==> src/rtl/id_stage_pipe_if.sv <==
// Bundle for the decode stage: IF/ID input side, register-file read port,
// ID/EX output side and hazard/statistics outputs.
interface id_stage_pipe_if #(
  parameter int DATA_W = 16,
  parameter int CNT_W  = 16
);
  // Valid/ready: a transfer happens on a rising edge where valid and ready
  // are both high; valid never waits on ready, and the producer keeps its
  // payload stable while valid is high and ready is low.
  logic              flush;
  logic              in_valid;
  logic              in_ready;
  logic [31:0]       in_instr;
  logic [DATA_W-1:0] in_pc;
  logic [4:0]        rf_raddr1;
  logic [4:0]        rf_raddr2;
  logic [DATA_W-1:0] rf_rdata1;
  logic [DATA_W-1:0] rf_rdata2;
  logic              out_valid;
  logic              out_ready;
  logic [5:0]        out_alu_mode;
  logic [DATA_W-1:0] out_op_a;
  logic [DATA_W-1:0] out_op_b;
  logic [DATA_W-1:0] out_store_data;
  logic [DATA_W-1:0] out_branch_pc;
  logic [4:0]        out_dest;
  logic              out_reg_write;
  logic              out_mem_to_reg;
  logic              out_mem_read;
  logic              out_mem_write;
  logic              out_branch;
  logic              out_is_imm;
  logic              out_st_or_bne;
  logic              hazard_stall;
  logic [CNT_W-1:0]  stall_cnt;

  modport master (
    output flush, in_valid, in_instr, in_pc, rf_rdata1, rf_rdata2, out_ready,
    input  in_ready, rf_raddr1, rf_raddr2, out_valid, out_alu_mode, out_op_a,
           out_op_b, out_store_data, out_branch_pc, out_dest, out_reg_write,
           out_mem_to_reg, out_mem_read, out_mem_write, out_branch, out_is_imm,
           out_st_or_bne, hazard_stall, stall_cnt
  );

  modport slave (
    input  flush, in_valid, in_instr, in_pc, rf_rdata1, rf_rdata2, out_ready,
    output in_ready, rf_raddr1, rf_raddr2, out_valid, out_alu_mode, out_op_a,
           out_op_b, out_store_data, out_branch_pc, out_dest, out_reg_write,
           out_mem_to_reg, out_mem_read, out_mem_write, out_branch, out_is_imm,
           out_st_or_bne, hazard_stall, stall_cnt
  );
endinterface

==> src/rtl/id_stage_pipe.sv <==
// Decode stage with ID/EX register: decode, operand select, branch target,
// single-bubble load-use interlock and a saturating stall counter.
module id_stage_pipe #(
  parameter int DATA_W = 16,
  parameter int CNT_W  = 16
) (
  input logic            clk,
  input logic            rst,
  id_stage_pipe_if.slave bus
);
  typedef struct packed {
    logic reg_write;
    logic mem_to_reg;
    logic mem_read;
    logic mem_write;
    logic branch;
    logic is_imm;
    logic st_or_bne;
  } ctl_t;

  logic [5:0]        op;
  logic [4:0]        dest_f;
  logic [4:0]        raddr1;
  logic [4:0]        raddr2;
  ctl_t              dec_ctl;
  logic              src2_used;
  logic              load_use;
  logic              can_adv;
  logic              hazard_stall;
  logic [DATA_W-1:0] sext_imm;

  logic              out_valid_q, out_valid_d;
  ctl_t              ctl_q, ctl_d;
  logic [5:0]        alu_mode_q, alu_mode_d;
  logic [4:0]        dest_q, dest_d;
  logic [DATA_W-1:0] op_a_q, op_a_d;
  logic [DATA_W-1:0] op_b_q, op_b_d;
  logic [DATA_W-1:0] store_data_q, store_data_d;
  logic [DATA_W-1:0] branch_pc_q, branch_pc_d;
  logic [CNT_W-1:0]  stall_cnt_q, stall_cnt_d;

  assign op       = bus.in_instr[31:26];
  assign dest_f   = bus.in_instr[25:21];
  assign sext_imm = DATA_W'($signed(bus.in_instr[15:0]));

  always_comb begin
    dec_ctl   = '0;
    src2_used = 1'b0;
    if (!op[5]) begin
      dec_ctl.reg_write = 1'b1;
      src2_used         = 1'b1;
    end else if (op[5:4] == 2'b10) begin
      dec_ctl.reg_write = 1'b1;
      dec_ctl.is_imm    = 1'b1;
    end else begin
      case (op)
        6'h30: begin
          dec_ctl.is_imm     = 1'b1;
          dec_ctl.mem_read   = 1'b1;
          dec_ctl.mem_to_reg = 1'b1;
          dec_ctl.reg_write  = 1'b1;
        end
        6'h31: begin
          dec_ctl.is_imm    = 1'b1;
          dec_ctl.mem_write = 1'b1;
          dec_ctl.st_or_bne = 1'b1;
          src2_used         = 1'b1;
        end
        6'h32: begin
          dec_ctl.branch    = 1'b1;
          dec_ctl.st_or_bne = 1'b1;
          src2_used         = 1'b1;
        end
        default: ;
      endcase
    end
    if (dest_f == 5'd0) dec_ctl.reg_write = 1'b0;
  end

  // ST and BNE read their second source through the dest field.
  assign raddr1 = bus.in_instr[20:16];
  assign raddr2 = dec_ctl.st_or_bne ? dest_f : bus.in_instr[15:11];

  assign load_use = bus.in_valid & out_valid_q & ctl_q.mem_read & (dest_q != 5'd0) &
                    ((dest_q == raddr1) | (src2_used & (dest_q == raddr2)));
  assign can_adv      = !out_valid_q | bus.out_ready;
  assign hazard_stall = load_use & !bus.flush & can_adv;

  always_comb begin
    out_valid_d  = out_valid_q;
    ctl_d        = ctl_q;
    alu_mode_d   = alu_mode_q;
    dest_d       = dest_q;
    op_a_d       = op_a_q;
    op_b_d       = op_b_q;
    store_data_d = store_data_q;
    branch_pc_d  = branch_pc_q;
    stall_cnt_d  = stall_cnt_q;
    if (bus.flush) begin
      out_valid_d = 1'b0;
    end else if (can_adv) begin
      if (load_use) begin
        // The bubble clears mem_read, so the same hazard cannot repeat.
        out_valid_d = 1'b0;
        ctl_d       = '0;
        if (stall_cnt_q != '1) stall_cnt_d = stall_cnt_q + CNT_W'(1);
      end else if (bus.in_valid) begin
        out_valid_d  = 1'b1;
        ctl_d        = dec_ctl;
        alu_mode_d   = op;
        dest_d       = dest_f;
        op_a_d       = bus.rf_rdata1;
        op_b_d       = dec_ctl.is_imm ? sext_imm : bus.rf_rdata2;
        store_data_d = bus.rf_rdata2;
        branch_pc_d  = bus.in_pc + sext_imm;
      end else begin
        out_valid_d = 1'b0;
      end
    end
  end

  always_ff @(posedge clk) begin
    if (rst) begin
      out_valid_q  <= 1'b0;
      ctl_q        <= '0;
      alu_mode_q   <= '0;
      dest_q       <= '0;
      op_a_q       <= '0;
      op_b_q       <= '0;
      store_data_q <= '0;
      branch_pc_q  <= '0;
      stall_cnt_q  <= '0;
    end else begin
      out_valid_q  <= out_valid_d;
      ctl_q        <= ctl_d;
      alu_mode_q   <= alu_mode_d;
      dest_q       <= dest_d;
      op_a_q       <= op_a_d;
      op_b_q       <= op_b_d;
      store_data_q <= store_data_d;
      branch_pc_q  <= branch_pc_d;
      stall_cnt_q  <= stall_cnt_d;
    end
  end

  assign bus.in_ready       = bus.flush | (can_adv & !load_use);
  assign bus.hazard_stall   = hazard_stall;
  assign bus.rf_raddr1      = raddr1;
  assign bus.rf_raddr2      = raddr2;
  assign bus.out_valid      = out_valid_q;
  assign bus.out_alu_mode   = alu_mode_q;
  assign bus.out_op_a       = op_a_q;
  assign bus.out_op_b       = op_b_q;
  assign bus.out_store_data = store_data_q;
  assign bus.out_branch_pc  = branch_pc_q;
  assign bus.out_dest       = dest_q;
  assign bus.out_reg_write  = ctl_q.reg_write;
  assign bus.out_mem_to_reg = ctl_q.mem_to_reg;
  assign bus.out_mem_read   = ctl_q.mem_read;
  assign bus.out_mem_write  = ctl_q.mem_write;
  assign bus.out_branch     = ctl_q.branch;
  assign bus.out_is_imm     = ctl_q.is_imm;
  assign bus.out_st_or_bne  = ctl_q.st_or_bne;
  assign bus.stall_cnt      = stall_cnt_q;
endmodule
==> src/flat_wrapper.sv <==
// flat-port wrapper written by rule: the top's interface ports become plain ports
module id_stage_pipe_flat 
#(
  parameter int DATA_W = 16,
  parameter int CNT_W  = 16
)
  (clk, rst, bus_flush, bus_in_valid, bus_in_instr, bus_in_pc, bus_rf_rdata1, bus_rf_rdata2, bus_out_ready, bus_in_ready, bus_rf_raddr1, bus_rf_raddr2, bus_out_valid, bus_out_alu_mode, bus_out_op_a, bus_out_op_b, bus_out_store_data, bus_out_branch_pc, bus_out_dest, bus_out_reg_write, bus_out_mem_to_reg, bus_out_mem_read, bus_out_mem_write, bus_out_branch, bus_out_is_imm, bus_out_st_or_bne, bus_hazard_stall, bus_stall_cnt);
  id_stage_pipe_if #(.DATA_W(DATA_W), .CNT_W(CNT_W)) bus_i ();
  input logic clk;
  input logic rst;
  input wire logic [$bits(bus_i.flush)-1:0] bus_flush;
  input wire logic [$bits(bus_i.in_valid)-1:0] bus_in_valid;
  input wire logic [$bits(bus_i.in_instr)-1:0] bus_in_instr;
  input wire logic [$bits(bus_i.in_pc)-1:0] bus_in_pc;
  input wire logic [$bits(bus_i.rf_rdata1)-1:0] bus_rf_rdata1;
  input wire logic [$bits(bus_i.rf_rdata2)-1:0] bus_rf_rdata2;
  input wire logic [$bits(bus_i.out_ready)-1:0] bus_out_ready;
  output wire logic [$bits(bus_i.in_ready)-1:0] bus_in_ready;
  output wire logic [$bits(bus_i.rf_raddr1)-1:0] bus_rf_raddr1;
  output wire logic [$bits(bus_i.rf_raddr2)-1:0] bus_rf_raddr2;
  output wire logic [$bits(bus_i.out_valid)-1:0] bus_out_valid;
  output wire logic [$bits(bus_i.out_alu_mode)-1:0] bus_out_alu_mode;
  output wire logic [$bits(bus_i.out_op_a)-1:0] bus_out_op_a;
  output wire logic [$bits(bus_i.out_op_b)-1:0] bus_out_op_b;
  output wire logic [$bits(bus_i.out_store_data)-1:0] bus_out_store_data;
  output wire logic [$bits(bus_i.out_branch_pc)-1:0] bus_out_branch_pc;
  output wire logic [$bits(bus_i.out_dest)-1:0] bus_out_dest;
  output wire logic [$bits(bus_i.out_reg_write)-1:0] bus_out_reg_write;
  output wire logic [$bits(bus_i.out_mem_to_reg)-1:0] bus_out_mem_to_reg;
  output wire logic [$bits(bus_i.out_mem_read)-1:0] bus_out_mem_read;
  output wire logic [$bits(bus_i.out_mem_write)-1:0] bus_out_mem_write;
  output wire logic [$bits(bus_i.out_branch)-1:0] bus_out_branch;
  output wire logic [$bits(bus_i.out_is_imm)-1:0] bus_out_is_imm;
  output wire logic [$bits(bus_i.out_st_or_bne)-1:0] bus_out_st_or_bne;
  output wire logic [$bits(bus_i.hazard_stall)-1:0] bus_hazard_stall;
  output wire logic [$bits(bus_i.stall_cnt)-1:0] bus_stall_cnt;
  assign bus_i.flush = bus_flush;
  assign bus_i.in_valid = bus_in_valid;
  assign bus_i.in_instr = bus_in_instr;
  assign bus_i.in_pc = bus_in_pc;
  assign bus_i.rf_rdata1 = bus_rf_rdata1;
  assign bus_i.rf_rdata2 = bus_rf_rdata2;
  assign bus_i.out_ready = bus_out_ready;
  assign bus_in_ready = bus_i.in_ready;
  assign bus_rf_raddr1 = bus_i.rf_raddr1;
  assign bus_rf_raddr2 = bus_i.rf_raddr2;
  assign bus_out_valid = bus_i.out_valid;
  assign bus_out_alu_mode = bus_i.out_alu_mode;
  assign bus_out_op_a = bus_i.out_op_a;
  assign bus_out_op_b = bus_i.out_op_b;
  assign bus_out_store_data = bus_i.out_store_data;
  assign bus_out_branch_pc = bus_i.out_branch_pc;
  assign bus_out_dest = bus_i.out_dest;
  assign bus_out_reg_write = bus_i.out_reg_write;
  assign bus_out_mem_to_reg = bus_i.out_mem_to_reg;
  assign bus_out_mem_read = bus_i.out_mem_read;
  assign bus_out_mem_write = bus_i.out_mem_write;
  assign bus_out_branch = bus_i.out_branch;
  assign bus_out_is_imm = bus_i.out_is_imm;
  assign bus_out_st_or_bne = bus_i.out_st_or_bne;
  assign bus_hazard_stall = bus_i.hazard_stall;
  assign bus_stall_cnt = bus_i.stall_cnt;
  id_stage_pipe #(.DATA_W(DATA_W), .CNT_W(CNT_W)) u_core (.clk(clk), .rst(rst), .bus(bus_i));
endmodule
==> config.mk <==
export PLATFORM = sky130hd
export DESIGN_NAME = id_stage_pipe_flat
export DESIGN_NICKNAME = d
export VERILOG_FILES = /design/src/rtl/id_stage_pipe_if.sv /design/src/rtl/id_stage_pipe.sv /design/src/flat_wrapper.sv
export SDC_FILE = /design/constraint.sdc
export NUM_CORES = 1
export LEC_CHECK = 0
export ABC_AREA = 1
export CAP_MARGIN = 10
export CORE_MARGIN = 5
export CORE_UTILIZATION = 48
export CTS_BUF_LIST = sky130_fd_sc_hd__clkbuf_16
export DETAILED_ROUTE_END_ITERATION = 8
export HOLD_SLACK_MARGIN = 0.05
export PLACE_DENSITY = 0.89
export SLEW_MARGIN = 10
export SYNTH_ARGS = -nofsm -noshare
export SYNTH_HDL_FRONTEND = slang
export SYNTH_SLANG_ARGS = --single-unit
export TNS_END_PERCENT = 10
==> constraint.sdc <==
create_clock -name clk -period 4.2 [get_ports clk]
set_clock_uncertainty 0.2 [all_clocks]
set_input_delay 0.42 -clock clk [delete_from_list [all_inputs] [get_ports clk]]
set_output_delay 0.42 -clock clk [all_outputs]
set_load 0.05 [all_outputs]
# Yosys cells after proc, flatten, opt, wreduce, memory -nomap -nowiden
# Cells that the tools add are included.
[classes]
add_sub_neg = 2
n_eq_ne = 7
n_mux = 19
bitwise_logic = 13
n_reduce_logical = 12
[op_table]
columns = ["cell", "count"]
rows = [
  ["== test 6 bit, second input constant", 3],
  ["adder 16 x 1 -> 16 bit, second input constant", 1],
  ["adder 16 bit", 1],
  ["2-to-1 mux 16 bit", 1],
  ["!= test 16 bit, second input constant", 1],
  ["2-to-1 mux 7 bit", 2],
  ["2-to-1 mux 1 bit", 12],
  ["== test 5 bit", 2],
  ["bitwise AND 1 bit", 8],
  ["AND reduction 4 bit", 2],
  ["2-to-1 mux 6 bit", 1],
  ["OR reduction 2 bit", 3],
  ["logical NOT 5 bit", 1],
  ["2-to-1 mux 5 bit", 1],
  ["nonzero test 5 bit", 1],
  ["2-to-1 mux 4 bit", 1],
  ["logical NOT 1 bit", 3],
  ["2-to-1 mux 3 bit", 1],
  ["OR 1 bit", 3],
  ["AND reduction 3 bit", 1],
  ["== test 2 bit, second input constant", 1],
  ["NOT 1 bit", 2],
  ["nonzero test 2 bit", 1],
]
[totals]
regBits = 99
in_bits = 85
out_inout_bits = 111
wordCells = 68

# Longest topological paths before layout
# Gate-level depths: netlist of run 1.
[logic_depth]
depth_word = 13
depth_mapped = 17
ltp_nobuf = 15

# Worst setup path after synthesis of run 1
# No wires, ideal clock.
[synth_path]
kind = "input -> output"
startpoint = "in bus_in_instr[28]"
endpoint = "out bus_hazard_stall"
t_arrival_ps = 2910
required_time_ps = 3580
slack_ps = 670
stages = 12
n_path_buf = 1
path_cell_list = "nor2_1 nand3_2 nand2_1 nand2_1 nand2_1 nor2_1 nor2_1 nand3_1 nand2_1 nand2_2 buf_2 nor3_1"
[synth_between]
elab_chain_len = 12
elab_cells_between_ends = 14
cone_classes = "eq/ne (3); mux (5); bitwise (5); reduce/logical (1)"
[synth_rtl]
columns = ["element", "line", "rtl"]
rows = [
  ["from (decl)", "flat_wrapper.sv:13", "input wire logic [$bits(bus_i.in_instr)-1:0] bus_in_instr;"],
  ["== test 6 bit", "id_stage_pipe.sv:56", "case (op)"],
  ["OR reduction 2 bit (no source line) *", "--", ""],
  ["2-to-1 mux 1 bit *", "id_stage_pipe.sv:56", ""],
  ["2-to-1 mux 1 bit *", "id_stage_pipe.sv:52", "end else if (op[5:4] == 2'b10) begin"],
  ["2-to-1 mux 6 bit *", "id_stage_pipe.sv:49", "if (!op[5]) begin"],
  ["2-to-1 mux 5 bit *", "id_stage_pipe.sv:82", "assign raddr2 = dec_ctl.st_or_bne ? dest_f : bus.in_instr[15:11];"],
  ["via bus_rf_raddr2[3]", "flat_wrapper.sv:20", "output wire logic [$bits(bus_i.rf_raddr2)-1:0] bus_rf_raddr2;"],
  ["== test 5 bit *", "id_stage_pipe.sv:85", "((dest_q == raddr1) | (src2_used & (dest_q == raddr2)));"],
  ["bitwise AND 1 bit *", "id_stage_pipe.sv:85", ""],
  ["OR 1 bit *", "id_stage_pipe.sv:85", ""],
  ["bitwise AND 1 bit *", "id_stage_pipe.sv:84", "assign load_use = bus.in_valid & out_valid_q & ctl_q.mem_read & (dest_q != 5'd0) &"],
  ["bitwise AND 1 bit * (2 in a row)", "id_stage_pipe.sv:87", "assign hazard_stall = load_use & !bus.flush & can_adv;"],
  ["to (decl)", "flat_wrapper.sv:35", "output wire logic [$bits(bus_i.hazard_stall)-1:0] bus_hazard_stall;"],
]
# The timed path passes the listed nets; every way through them passes the cells marked *.

# Worst setup path after layout of run 1
[layout_path]
startpoint = "in bus_in_instr[31]"
endpoint = "out bus_hazard_stall"
[layout_between]
elab_chain_len = 12
elab_cells_between_ends = 15
cone_classes = "eq/ne (4); mux (5); bitwise (5); reduce/logical (1)"
[layout_rtl]
columns = ["element", "line"]
rows = [
  ["== test 6 bit", "id_stage_pipe.sv:56"],
  ["OR reduction 2 bit (no source line)", "--"],
  ["2-to-1 mux 1 bit", "id_stage_pipe.sv:56"],
  ["2-to-1 mux 1 bit", "id_stage_pipe.sv:52"],
  ["2-to-1 mux 6 bit", "id_stage_pipe.sv:49"],
  ["2-to-1 mux 5 bit", "id_stage_pipe.sv:82"],
  ["== test 5 bit", "id_stage_pipe.sv:85"],
  ["bitwise AND 1 bit *", "id_stage_pipe.sv:85"],
  ["OR 1 bit *", "id_stage_pipe.sv:85"],
  ["bitwise AND 1 bit *", "id_stage_pipe.sv:84"],
  ["bitwise AND 1 bit * (2 in a row)", "id_stage_pipe.sv:87"],
]
# Mark *: on every way between the ends. The rest lies on a longest branch, timed or not.

==> results of run 1 <==
[metal layers]
layer,up-vias,global-route usage,part of all wire
li1,2783,-,-
met3,25,0.0634,0.083
met4,0,0.0829,0.025
met1,2641,0.326,0.43
met5,-,0,0
met2,214,0.420,0.46
[area by class of cell]
class / instances / area [um^2]
Timing Repair Buffer: 203 / 2020
Fill cell: 913 / 3320
Tap cell: 140 / 175
Sequential cell: 98 / 1960
Multi-Input combinational cell: 535 / 2860
Inverter: 48 / 180
Clock inverter: 7 / 52.6
Clock buffer: 9 / 225
[cells by family (layout without fill, tap and decap cells)]
family | after synthesis | count (layout) | synth area share
adders and majority gates | 17 | 17 | 0.0419
and+or+nand+nor | 346 | 346 | 0.294
buffers and inverters | 98 | 267 | 0.0849
xor gates and xnor gates | 28 | 28 | 0.0466
DFF | 98 | 98 | 0.373
muxes | 16 | 16 | 0.0342
AOI/OAI and AO/OA | 128 | 128 | 0.126
[critical path, cell delays in order]
cell and delay, ns:
clkdlybuf4s50_1 0.54, nand2_1 0.13, inv_2 0.09, nand3_2 0.24
nand2_1 0.40, nand2_1 0.13, nand3_1 0.10, nand2_1 0.06
nor2_1 0.12, nand3_1 0.10, nand2_1 0.11, nand2_2 0.25
nor3_1 0.37, buf_12 0.19
[synthesized netlist by cell type (all sizes together) (2+ instances only)]
master,n
o21ai,7
mux2,16
a21boi,3
nor3,6
clkbuf,19
xor2,16
nor2,33
ha,16
buf,31
nand4,26
a21oi,112
dfxtp,98
nand2,165
nand3,109
xnor2,12
o21bai,2
inv,47
nand3b,4
[stage by stage]
stage | area [um^2] | setup slack, ns | instances | power (uW)
2_1_floorplan | 5260 | 0.670 | 731 | 1390
3_3_place_gp | 7190 | 0.435 | 1024 | 1610
3_5_place_dp | 7190 | 0.344 | 1024 | 1610
4_1_cts | 7470 | 0.342 | 1040 | 2390
5_1_grt | 7470 | 0.121 | 1040 | 2480
6_report | 7470 | 0.340 | 1040 | 2380
[where the power goes]
part / total (uW) / internal [uW] / switching [uW]
clock: 781 / 406 / 374
sequential: 991 / 968 / 23.0
combinational: 605 / 239 / 367
[worst min-delay path by stage]
stage	to	slack (ns)
2_1_floorplan	u_core.bus.out_valid	0.30
3_3_place_gp	u_core.bus.out_op_a[14]	0.25
3_5_place_dp	u_core.bus.out_op_b[13]	0.25
4_1_cts	u_core.bus.out_op_a[7]	0.26
5_1_grt	u_core.bus.out_store_data[6]	0.28
6_report	u_core.bus.out_op_a[7]	0.26
==> flow_metrics.env, run 1 <==
export IMPL_crit_path_end_kind="output pin"
export IMPL_synth_warnings=0
export IMPL_crit_fanout=20
export IMPL_cts_resized=0
export IMPL_synth_top_cells_by_area="dfxtp_1 37%, nand2_1 12%, a21oi_1 11%"
export IMPL_hp_class="register to register"
export IMPL_vias=5663
export IMPL_initial_utilization=0.487
export IMPL_cp_start_kind="input pin"
export IMPL_hold_viol=0
export IMPL_worstPathArrival_ns=3.24
export IMPL_synth_seq_area_share=0.373
export IMPL_drive_above_1_share=0.0556
export IMPL_first_pass_iters=5
export IMPL_chipHeight_um=115
export IMPL_insertion_delay_ns=0.33
export IMPL_synth_top_area_frac=0.373
export IMPL_required_ns=3.58
export IMPL_coreArea_um2=10800
export IMPL_drtIter0Drc=449
export IMPL_routed_via_density=5.45
export IMPL_power_leakage_uw=0.00283
export IMPL_whs_path_depth=2
export IMPL_cts_buffers_inserted=9
export IMPL_syn_instance_count=731
export IMPL_r2r_start="u_core.bus.out_dest[1]"
export IMPL_avgSynthCellArea_um2=7.20
export IMPL_drc=0
export IMPL_grt_pass1_vias=5456
export IMPL_synth_edf_count=0
export IMPL_crit_path_end="bus_hazard_stall"
export IMPL_dp_hpwl_mm=12.5
export IMPL_grt_usage=0.254
export IMPL_antenna_found_initial=0
export IMPL_die_area_um2=13200
export IMPL_fmax_mhz=259
export IMPL_drv_cap=0
export IMPL_layout_commonest_cell="clkdlybuf4s50_1"
export IMPL_layout_area_overhead_vs_synth_pct=42.0
export IMPL_synth_top_area_cell="dfxtp_1"
export IMPL_io_buffers=195
export IMPL_ff2ff_setup_slack_ns=1.58
export IMPL_slew_viol_final=0
export IMPL_ys_ff_latch=98
export IMPL_fin_crit_ns=3.86
export IMPL_rr_worst_depth=9
export IMPL_antenna_cells=0
export IMPL_path_clk_slew_ns=0.06
export IMPL_ys_types=34
export IMPL_powerDensity_nw_per_um2=318
export IMPL_io_pins=196
export IMPL_mostFrequentLayoutCells="192 x clkdlybuf4s50_1, 163 x nand2_1, 112 x a21oi_1"
export IMPL_cts_root_buf="clkbuf_16"
export IMPL_timing_hold_ws_ns=0.259
export IMPL_crit_type="input pin to output pin"
export IMPL_die_w_um=115
export IMPL_ctsHoldBuffers=0
export IMPL_cts_tree="done"
export IMPL_synthArstFlopShare=0
export IMPL_syn_nets=833
export IMPL_grt_pass1_wl_mm=26.9
export IMPL_fin_crit_sh=0.919
export IMPL_wl_per_cell_um=16.6
export IMPL_reg2reg_to="u_core.bus.out_op_b[9]"
export IMPL_synth_top_flop_cell="dfxtp_1"
export IMPL_critPathLaunch="bus_in_instr[31]"
export IMPL_syn_area_um2=5260
export IMPL_htree_levels=3
export IMPL_postRouteWirelength_mm=17.3
export IMPL_final_antenna_net_count=0
export IMPL_final_util=0.692
export IMPL_status="finished, final reports clean"
export IMPL_rsz0062_at_grt="no"
export IMPL_max_slew_margin=0.324
export IMPL_setup_viol=0
export IMPL_timing_setup_tns_ns=0
export IMPL_gr_total_overflow=0
export IMPL_grt_max_degree=97
export IMPL_vdd_ir_drop_max_mv=0.223
export IMPL_cts_sinks=98
export IMPL_gp_congestion=0.947
export IMPL_nNetsFinal=997
export IMPL_clockBufferDepth=2
export IMPL_rows=38
export IMPL_hp_start="u_core.bus.out_op_a[7]"
export IMPL_postCtsSetupBuffers=0
export IMPL_tightest_slew_ns=1.01
Power figures use the tool's default switching activity.
==> run 2, diff against run 1 <==
--- a/config.mk
+++ b/config.mk
@@ -8,11 +8,13 @@
 export ABC_AREA = 1
 export CAP_MARGIN = 10
 export CORE_MARGIN = 5
-export CORE_UTILIZATION = 48
+export CORE_UTILIZATION = 28
 export CTS_BUF_LIST = sky130_fd_sc_hd__clkbuf_16
 export DETAILED_ROUTE_END_ITERATION = 8
+export GPL_TIMING_DRIVEN = 0
 export HOLD_SLACK_MARGIN = 0.05
-export PLACE_DENSITY = 0.89
+export PLACE_DENSITY = 0.58
+export SKIP_LAST_GASP = 1
 export SLEW_MARGIN = 10
 export SYNTH_ARGS = -nofsm -noshare
 export SYNTH_HDL_FRONTEND = slang
==> run 2 against run 1 <==
Flip-flop and latch count unchanged. Wire length rose by 17%. Maximum frequency shrank 2.3%. Core utilization is 27 points lower. Largest power group unchanged. Highest routed layer unchanged.
==> flow_metrics.env, run 2 (synthesis gave the netlist of run 1 again) <==
export IMPL_power_leakage_uw=0.00293
export IMPL_drv_cap=0
export IMPL_fin_crit_sh=0.941
export IMPL_io_pins=196
export IMPL_slew_viol_final=0
export IMPL_timing_hold_ws_ns=0.259
export IMPL_layout_area_overhead_vs_synth_pct=47.9
export IMPL_antenna_cells=0
export IMPL_fin_crit_ns=3.95
export IMPL_die_area_um2=21600
export IMPL_path_delay_family="buffers and inverters"
export IMPL_rsz0062_at_grt="no"
export IMPL_hold_viol=0
export IMPL_mostFrequentLayoutCells="193 x clkdlybuf4s50_1, 163 x nand2_1, 112 x a21oi_1"
export IMPL_critPathSlowestCell="clkdlybuf4s50_1"
export IMPL_dp_hpwl_mm=15.9
export IMPL_coreArea_um2=18600
export IMPL_antenna_found_initial=0
export IMPL_path_clk_slew_ns=0.07
export IMPL_clkPwrFrac=0.338
export IMPL_cp_start_kind="input pin"
export IMPL_path_cells="clkdlybuf4s50_1 > nand2_1 > inv_2 > nand3_2 > nand2_1 > buf_4 > nand2_1 > nand3_1 > nand2_1 > nor2_1 > nand3_1 > nand2_1 > nand2_2 > buf_2 > nor3_1 > dlygate4sd1_1"
export IMPL_status="finished, final reports clean"
export IMPL_insertion_delay_ns=0.36
export IMPL_drc=0
export IMPL_crit_fanout=10
export IMPL_rows=50
export IMPL_drive_above_1_share=0.0659
export IMPL_wl_per_cell_um=17.2
export IMPL_initial_utilization=0.283
export IMPL_nNetsFinal=1038
export IMPL_die_w_um=147
export IMPL_first_pass_iters=5
export IMPL_cp_common_cell="nand2_1"
export IMPL_setup_viol=0
export IMPL_slowest_delay_ns=0.55
export IMPL_vdd_ir_drop_max_mv=0.190
export IMPL_clockBufferDepth=2
export IMPL_gp_congestion=0.912
export IMPL_final_antenna_net_count=0
export IMPL_seqPwrFrac=0.406
export IMPL_chipHeight_um=147
export IMPL_htree_levels=3
export IMPL_p_switching_uw=813
export IMPL_io_buffers=194
export IMPL_routed_via_density=4.85
export IMPL_p_comb_frac=0.256
export IMPL_required_ns=3.58
export IMPL_cp_num_buf_inv=5
export IMPL_gr_total_overflow=0
export IMPL_vias=5703
export IMPL_grt_pass1_vias=5422
export IMPL_max_slew_margin=0.319
export IMPL_grt_usage=0.183
export IMPL_postCtsSetupBuffers=0
export IMPL_fmax_mhz=253
export IMPL_tightest_slew_ns=1.02
export IMPL_hp_class="register to register"
export IMPL_crit_path_end_kind="output pin"
export IMPL_powerDensity_nw_per_um2=314
export IMPL_postRouteWirelength_mm=20.3
export IMPL_layout_commonest_cell="clkdlybuf4s50_1"
export IMPL_grt_max_degree=19
export IMPL_cts_root_buf="clkbuf_16"
export IMPL_cts_tree="done"
export IMPL_total_power_uw=2440
export IMPL_drtIter0Drc=280
export IMPL_crit_type="input pin to output pin"
export IMPL_switching_share=0.332
export IMPL_grt_pass1_wl_mm=31.1
export IMPL_worstPathArrival_ns=3.33
export IMPL_intPower_uw=1630
export IMPL_cts_sinks=98
export IMPL_cts_buffers_inserted=9
[run 2: changes by cell type in the layout (fill, tap and decap cells not counted), moves of 2 or more]
cell      before  now
clkbuf_1       0   19
buf_2          0   12
buf_1          0    6
buf_6          0    4
clkinv_2       2    0
inv_8          0    2
[run 2: power by group through the flow]
stage / Clock (uW) / Combinational, uW / Sequential, uW
detailed placement: 0 / 627 / 1010
global route: 892 / 672 / 997
finish: 827 / 626 / 992
CTS: 858 / 630 / 992
global placement: 0 / 626 / 1010
floorplan: 0 / 239 / 1150
[run 2: tightest hold or removal path, cell delays in order (launching register included)]
cell     delay, ns
dfxtp_1       0.31
nand2_1       0.06
a21oi_1       0.05
[run 2: path summary, 6_finish.rpt]
| check | cells after the start | startpoint | slack (ns) | to |
|---|---|---|---|---|
| hold / removal | 2 | u_core.bus.out_op_b[3] | 0.26 | u_core.bus.out_op_b[3] |
| setup reg to reg | 9 | u_core.bus.stall_cnt[0] | 1.50 | u_core.bus.stall_cnt[10] |
| hold reg to reg | 2 | u_core.bus.out_op_b[3] | 0.26 | u_core.bus.out_op_b[3] |
| setup / recovery | 16 | bus_in_instr[31] | 0.25 | bus_hazard_stall |
[run 2: metal layers]
layer,track usage,vias up,part of all wire
li1,-,2881,-
met1,0.250,2621,0.48
met2,0.294,184,0.45
met3,0.0413,17,0.061
met4,0.0433,0,0.011
met5,0,-,0
[run 2: through the flow]
| stage | std cells | cell area [um^2] | TNS, ns | util | worst slack (ns) |
|---|---|---|---|---|---|
| 4_1_cts | 1175 | 7780 | 0 | 0.419 | 0.215 |
| 3_3_place_gp | 1159 | 7500 | -0.0895 | 0.403 | -0.0895 |
| 6_report | 1175 | 7780 | 0 | 0.419 | 0.249 |
| 3_5_place_dp | 1159 | 7500 | -0.0743 | 0.403 | -0.0743 |
| 2_1_floorplan | 731 | 5260 | 0 | - | 0.670 |
| 5_1_grt | 1175 | 7780 | 0 | 0.419 | 0.00741 |
[run 2: layout make-up]
type	count	area (um^2)
Inverter	48	180
Fill cell	1931	10800
Clock inverter	7	61.3
Clock buffer	9	225
Sequential cell	98	1960
Buffer	50	267
Timing Repair Buffer	194	1940
Tap cell	234	293
Multi-Input combinational cell	535	2850
[run 2: timing repair]
item,CTS,global route
setup endpoints to repair,1,1
hold buffers,0,0
resized for setup,1,2
pin swaps,0,0
